**src/rtl/ifm_skew_if.sv**
```systemverilog
// ifm_skew_if: IFM SRAM read stream into the feeder and the skewed row feed out of it
interface ifm_skew_if #(
  parameter int DATA_WIDTH = 16,
  parameter int SYS_ROWS = 16
);
  logic read_en;
  logic [4:0] size;
  logic [DATA_WIDTH-1:0] ifm_rdata;
  logic clear;
  logic [SYS_ROWS*DATA_WIDTH-1:0] ifm_data;
  logic [SYS_ROWS-1:0] ifm_valid;
  logic col_done;
  logic [15:0] col_cnt;
  modport master (
    output read_en, size, ifm_rdata, clear,
    input ifm_data, ifm_valid, col_done, col_cnt
  );
  modport slave (
    input read_en, size, ifm_rdata, clear,
    output ifm_data, ifm_valid, col_done, col_cnt
  );
endinterface

```
**src/rtl/ifm_skew_feeder.sv**
```systemverilog
// ifm_skew_feeder: packs IFM read words into columns and feeds them diagonally skewed to the array rows
module ifm_skew_feeder #(
  parameter int DATA_WIDTH = 16,
  parameter int SYS_ROWS = 16,
  parameter int RD_LATENCY = 1
) (
  input logic clk,
  input logic rst_n,
  ifm_skew_if.slave bus
);
  localparam int DW = DATA_WIDTH;
  localparam int SW = $clog2(SYS_ROWS + 1);
  logic [RD_LATENCY-1:0] rd_pipe;
  logic rd_valid;
  logic [SW-1:0] wr_idx, size_q, size_clamp, eff_size;
  logic last;
  logic [DW-1:0] pack_buf [SYS_ROWS];
  logic [DW-1:0] col_reg [SYS_ROWS];
  logic [SYS_ROWS-1:0] col_vld;
  logic col_done_q;
  logic [15:0] col_cnt_q;
  assign rd_valid = rd_pipe[RD_LATENCY-1];
  assign size_clamp = (bus.size == 5'd0 || int'(bus.size) > SYS_ROWS) ? SW'(SYS_ROWS) : SW'(bus.size);
  // a column's size is only sampled with its first word
  assign eff_size = (wr_idx == '0) ? size_clamp : size_q;
  assign last = rd_valid && (wr_idx == eff_size - SW'(1));
  always_ff @(posedge clk) begin
    if (!rst_n) begin
      rd_pipe <= '0;
      wr_idx <= '0;
      size_q <= '0;
      col_vld <= '0;
      col_done_q <= 1'b0;
      col_cnt_q <= '0;
      for (int l = 0; l < SYS_ROWS; l++) begin
        pack_buf[l] <= '0;
        col_reg[l] <= '0;
      end
    end else begin
      for (int k = RD_LATENCY - 1; k > 0; k--) rd_pipe[k] <= rd_pipe[k-1];
      rd_pipe[0] <= bus.read_en;
      col_done_q <= !bus.clear && last;
      col_vld <= '0;
      for (int l = 0; l < SYS_ROWS; l++) col_reg[l] <= '0;
      if (bus.clear) begin
        wr_idx <= '0;
      end else if (rd_valid) begin
        for (int l = 0; l < SYS_ROWS; l++) if (wr_idx == SW'(l)) pack_buf[l] <= bus.ifm_rdata;
        if (wr_idx == '0) size_q <= size_clamp;
        wr_idx <= last ? '0 : wr_idx + SW'(1);
        if (last) begin
          col_cnt_q <= col_cnt_q + 16'd1;
          for (int l = 0; l < SYS_ROWS; l++) begin
            col_vld[l] <= SW'(l) < eff_size;
            col_reg[l] <= (SW'(l) == wr_idx) ? bus.ifm_rdata : (SW'(l) < eff_size ? pack_buf[l] : '0);
          end
        end
      end
    end
  end
  assign bus.col_done = col_done_q;
  assign bus.col_cnt = col_cnt_q;
  assign bus.ifm_valid[0] = col_vld[0];
  assign bus.ifm_data[0 +: DW] = col_reg[0];
  // lane i trails col_reg by i registers; invalid slots carry zero data
  for (genvar i = 1; i < SYS_ROWS; i++) begin : g_lane
    logic [DW:0] dl [i];
    always_ff @(posedge clk) begin
      if (!rst_n) begin
        for (int k = 0; k < i; k++) dl[k] <= '0;
      end else begin
        dl[0] <= {col_vld[i], col_reg[i]};
        for (int k = 1; k < i; k++) dl[k] <= dl[k-1];
      end
    end
    assign bus.ifm_valid[i] = dl[i-1][DW];
    assign bus.ifm_data[i*DW +: DW] = dl[i-1][DW-1:0];
  end
endmodule
```
**src/flat_wrapper.sv**
```systemverilog
// flat-port wrapper written by rule: the top's interface ports become plain ports
module ifm_skew_feeder_flat 
#(
  parameter int DATA_WIDTH = 16,
  parameter int SYS_ROWS = 16,
  parameter int RD_LATENCY = 1
)
  (clk, rst_n, bus_read_en, bus_size, bus_ifm_rdata, bus_clear, bus_ifm_data, bus_ifm_valid, bus_col_done, bus_col_cnt);
  ifm_skew_if #(.DATA_WIDTH(DATA_WIDTH), .SYS_ROWS(SYS_ROWS)) bus_i ();
  input logic clk;
  input logic rst_n;
  input wire logic [$bits(bus_i.read_en)-1:0] bus_read_en;
  input wire logic [$bits(bus_i.size)-1:0] bus_size;
  input wire logic [$bits(bus_i.ifm_rdata)-1:0] bus_ifm_rdata;
  input wire logic [$bits(bus_i.clear)-1:0] bus_clear;
  output wire logic [$bits(bus_i.ifm_data)-1:0] bus_ifm_data;
  output wire logic [$bits(bus_i.ifm_valid)-1:0] bus_ifm_valid;
  output wire logic [$bits(bus_i.col_done)-1:0] bus_col_done;
  output wire logic [$bits(bus_i.col_cnt)-1:0] bus_col_cnt;
  assign bus_i.read_en = bus_read_en;
  assign bus_i.size = bus_size;
  assign bus_i.ifm_rdata = bus_ifm_rdata;
  assign bus_i.clear = bus_clear;
  assign bus_ifm_data = bus_i.ifm_data;
  assign bus_ifm_valid = bus_i.ifm_valid;
  assign bus_col_done = bus_i.col_done;
  assign bus_col_cnt = bus_i.col_cnt;
  ifm_skew_feeder #(.DATA_WIDTH(DATA_WIDTH), .SYS_ROWS(SYS_ROWS), .RD_LATENCY(RD_LATENCY)) u_core (.clk(clk), .rst_n(rst_n), .bus(bus_i));
endmodule
```
**config.mk**
```make
export PLATFORM = sky130hd
export DESIGN_NAME = ifm_skew_feeder_flat
export DESIGN_NICKNAME = d
export VERILOG_FILES = /design/src/rtl/ifm_skew_if.sv /design/src/rtl/ifm_skew_feeder.sv /design/src/flat_wrapper.sv
export SDC_FILE = /design/constraint.sdc
export NUM_CORES = 2
export LEC_CHECK = 0
export ABC_CLOCK_PERIOD_IN_PS = 7900
export CAP_MARGIN = 15
export CORE_ASPECT_RATIO = 0.7
export CORE_MARGIN = 8
export CORE_UTILIZATION = 49
export CTS_CLUSTER_DIAMETER = 50
export DETAILED_ROUTE_END_ITERATION = 7
export GPL_TIMING_DRIVEN = 0
export PLACE_DENSITY = 0.77
export SETUP_SLACK_MARGIN = 0.5
export SYNTH_ARGS = -nofsm -noshare
export SYNTH_HDL_FRONTEND = slang
export SYNTH_SLANG_ARGS = --single-unit
```
**constraint.sdc**
```tcl
create_clock -name clk -period 7.9 [get_ports clk]
set_input_delay 1.58 -clock clk [delete_from_list [all_inputs] [get_ports clk]]
set_output_delay 1.58 -clock clk [all_outputs]
set_load 0.01 [all_outputs]
```
==> run_results.csv <==
group,metric,value,unit
timing,hold-worst-slack,406,ps
cells_and_area,area_delta_synth_final,18.4,%
power_and_ir_drop,power-per-cell-area,276,mW/mm²
worst_setup_path,start_kind,"input port",
cells_and_area,multi_input_area,0.0188,mm²
placement,gp_congestion,0.992,
timing,final.setup_skew,38.1,ps
route,ant_nets,0,
clock_network,cts_sinks,2596,
cells_and_area,fin_nets,7030,
timing,final-setup-viol-count,0,
yosys,ys_ff_latch,2596,
yosys,synth_compound_area_share,2.78,%
cells_and_area,fillers,12200,
placement,dpl.hpwl,115,mm
floorplan,die-area,0.172,mm²
worst_setup_path,cp.required,8510,ps
route,drt-total-wl,167,mm
run,cap_viol_max_count,0,
route,dr.pass1.iters,6,
yosys,ys_seq_area_share,72.6,%
global_route,grt_overflow,0,
worst_setup_path,path_max_fanout,10,
floorplan,rows,122,
global_route,antenna_found_initial,15,
global_route,track_usage,18.8,%
clock_network,cts_hold_buf,0,
yosys,synthAdderAreaFrac,0.144,%
route,wire_per_inst,17.9,µm
route,vias,43700,
floorplan,coreArea,0.158,mm²
yosys,ys_types,60,
timing,period_minus_slack,6750,ps
global_route,grt_pass1_wl,250,mm
worst_setup_path,r2r_slack,1650,ps
timing,grt_setup_unrepaired,"false",
floorplan,die_y,350,µm
worst_setup_path,crit_type,"input port to register",
clock_network,cts_tree,"built",
yosys,synth-simple-area-share,19.9,%
timing,max-slew-margin-rel,9.31,%
yosys,synth_top_family_by_area,"simple AND/OR/NAND/NOR gates",
timing,period_share,85.5,%
global_route,grt_max_degree,19,
cells_and_area,seq_area,0.0566,mm²
yosys,async_flop_share,0,%
yosys,avgSynthCellArea,12.5,µm²
min_path,min_from,"u_core.g_lane[8].dl[0][39]",
clock_network,cts.path.max_buffers,3,
cells_and_area,drive_above_1_share,9.17,%
clock_network,clock_latency,860,ps
route,initialDrtViolationCount,4100,
run_status,run_status,"finished clean",
timing,worst_slack,1150,ps
route,vias_per_cell,4.70,
timing,hold_viol,0,
worst_setup_path,arrival,7360,ps
cells_and_area,largest_reg_flops,2040,
yosys,synth_top_area_share,54.7,%
yosys,synth_largest_area_cell,"dfxtp_1",
clock_network,clk_pin_slew,60,ps
route,drc_errors,0,
cells_and_area,post-route-util,58.5,%
power_and_ir_drop,leakage,0.0371,µW
floorplan,die_x,493,µm
placement,dp_slack,642,ps
worst_setup_path,crit_path_end_kind,"register",
yosys,synth_edf_count,464,
yosys,ys.flop_type,"dfxtp_1",
floorplan,initial_core_util,49.4,%
clock_network,post_cts_buffers,0,
timing,maxSlewViolCount,0,
clock_network,ctsResizeCount,0,
clock_network,cts_made_buffers,217,
worst_setup_path,rr_startpoint,"u_core.wr_idx[0]",
timing,max_freq,0.148,GHz
yosys,synth_area,0.0780,mm²
placement,place.port_buffers,311,
timing,worstMarginPinSlew,1360,ps
global_route,grt_pass1_vias,42900,
clock_network,htree_levels,4,
power_and_ir_drop,ir_drop,220,µV
yosys,ys_top_cells_by_area,"dfxtp_1 55%, edfxtp_1 18%, and2_1 16%, buf_4 2.3%, clkbuf_1 1.6%",
timing,setup_tns,0,ps
floorplan,ios,314,
yosys,muxShareOfSynthArea,0.138,%
yosys,ys_warn_count,0,
yosys,synthXorXnorAreaFrac,0.0674,%
min_path,hold_path.class,"register to register",
yosys,synthCells,6251,
worst_setup_path,critPathLaunch,"bus_size[3]",
clock_network,clockRootBuffer,"clkbuf_16",
==> metal layers <==
| layer | vias up | part of all wire [%] | global-route usage (%) |
|---|---|---|---|
| met4 | 2 | 4.3 | 8.57 |
| met5 | - | 0.0078 | 0 |
| met1 | 20500 | 43 | 25.1 |
| met3 | 414 | 11 | 6.34 |
| li1 | 21000 | - | - |
| met2 | 1785 | 42 | 27.6 |
==> cells in the final DEF, fill, tap and decap left out, types with 7 or more instances in the layout <==
cell	instances
bufinv_16	17
nand4_1	33
clkbuf_1	370
o21ai_1	22
nor2_1	312
inv_1	27
o21ai_0	44
and3_1	9
ha_1	9
clkinv_1	8
mux2i_1	7
clkinvlp_4	7
dfxtp_1	2132
buf_6	11
clkbuf_8	45
buf_2	28
diode_2	11
clkinv_2	35
clkbuf_16	226
edfxtp_1	464
a21oi_1	71
a32o_1	31
nor3_1	10
nand3_1	101
o22ai_1	15
conb_1	208
nand2_1	117
or3_1	8
buf_4	240
and2_1	2053
clkdlybuf4s50_1	311
clkinv_16	10
a22oi_1	107
==> path summary, 6_finish.rpt <==
path / end / depth (start not counted)
max: u_core.col_reg[0][174] / 14
min: u_core.g_lane[8].dl[0][56] / 1
max reg2reg: u_core.col_reg[0][174] / 15
min reg2reg: u_core.g_lane[8].dl[0][56] / 1
==> layout make-up <==
type	instances	area share (%)
diodes	11	0.0298
plain buffers	605	3.54
clock buffers	318	6.99
clock inverters	94	1.38
inverters	30	0.127
multi-input cells	3227	20.3
flip-flops and latches	2596	61.3
well taps	2108	2.86
repair buffers	319	3.46
==> synth_stat cells, types with 2 or more instances <==
cell type,instances
a21oi_1,71
a22oi_1,107
a32o_1,31
and2_1,2053
and3_1,9
and4_1,2
buf_1,4
buf_2,27
buf_4,239
buf_6,6
clkbuf_1,328
clkinv_1,2
dfxtp_1,2132
edfxtp_1,464
ha_1,9
inv_1,27
mux2_2,2
mux2i_1,7
nand2_1,117
nand2b_1,5
nand3_1,101
nand4_1,33
nor2_1,312
nor2b_1,6
nor3_1,10
nor3b_1,3
o211a_1,2
o211ai_1,3
o21ai_0,48
o21ai_1,18
o21bai_1,2
o22ai_1,15
o31ai_1,5
o32ai_1,6
or2_1,2
or2_2,4
or3_1,8
or4_1,5
xor2_1,5
==> metrics by stage <==
| step | power [µW] | area (µm²) | cells |
|---|---|---|---|
| after global placement | 14600 | 84500 | 8877 |
| after detailed placement | 14600 | 84600 | 8882 |
| after CTS | 25600 | 92300 | 9294 |
| after global routing | 26200 | 92300 | 9301 |
| after floorplan | 14300 | 78800 | 6458 |
| final | 25500 | 92400 | 9308 |
==> worst max-delay path, cell delays in order <==
cell and delay (ps):
clkdlybuf4s50_1 520, or4_1 510, ha_1 370, nor2b_1 90, mux2i_1 620, ha_1 370, xor2_1 180, nand3_1 100
mux2i_1 200, and4_1 450, o211ai_4 250, clkbuf_1 490, nor2_1 1140, a32o_1 470
==> cell families after synthesis <==
family / after synthesis
other: 1
and+or+nand+nor: 2675
AOI/OAI and AO/OA: 319
muxes: 10
adders and majority gates: 9
DFF: 2596
xor gates and xnor gates: 6
buffers and inverters: 635
==> where the power goes <==
group	switching, µW	leakage, µW	internal (µW)
clock network	4820	0.00378	6310
registers	56.3	0.0220	13700
logic	464	0.0113	160
Note: power is estimated with default switching activity, not from simulation.
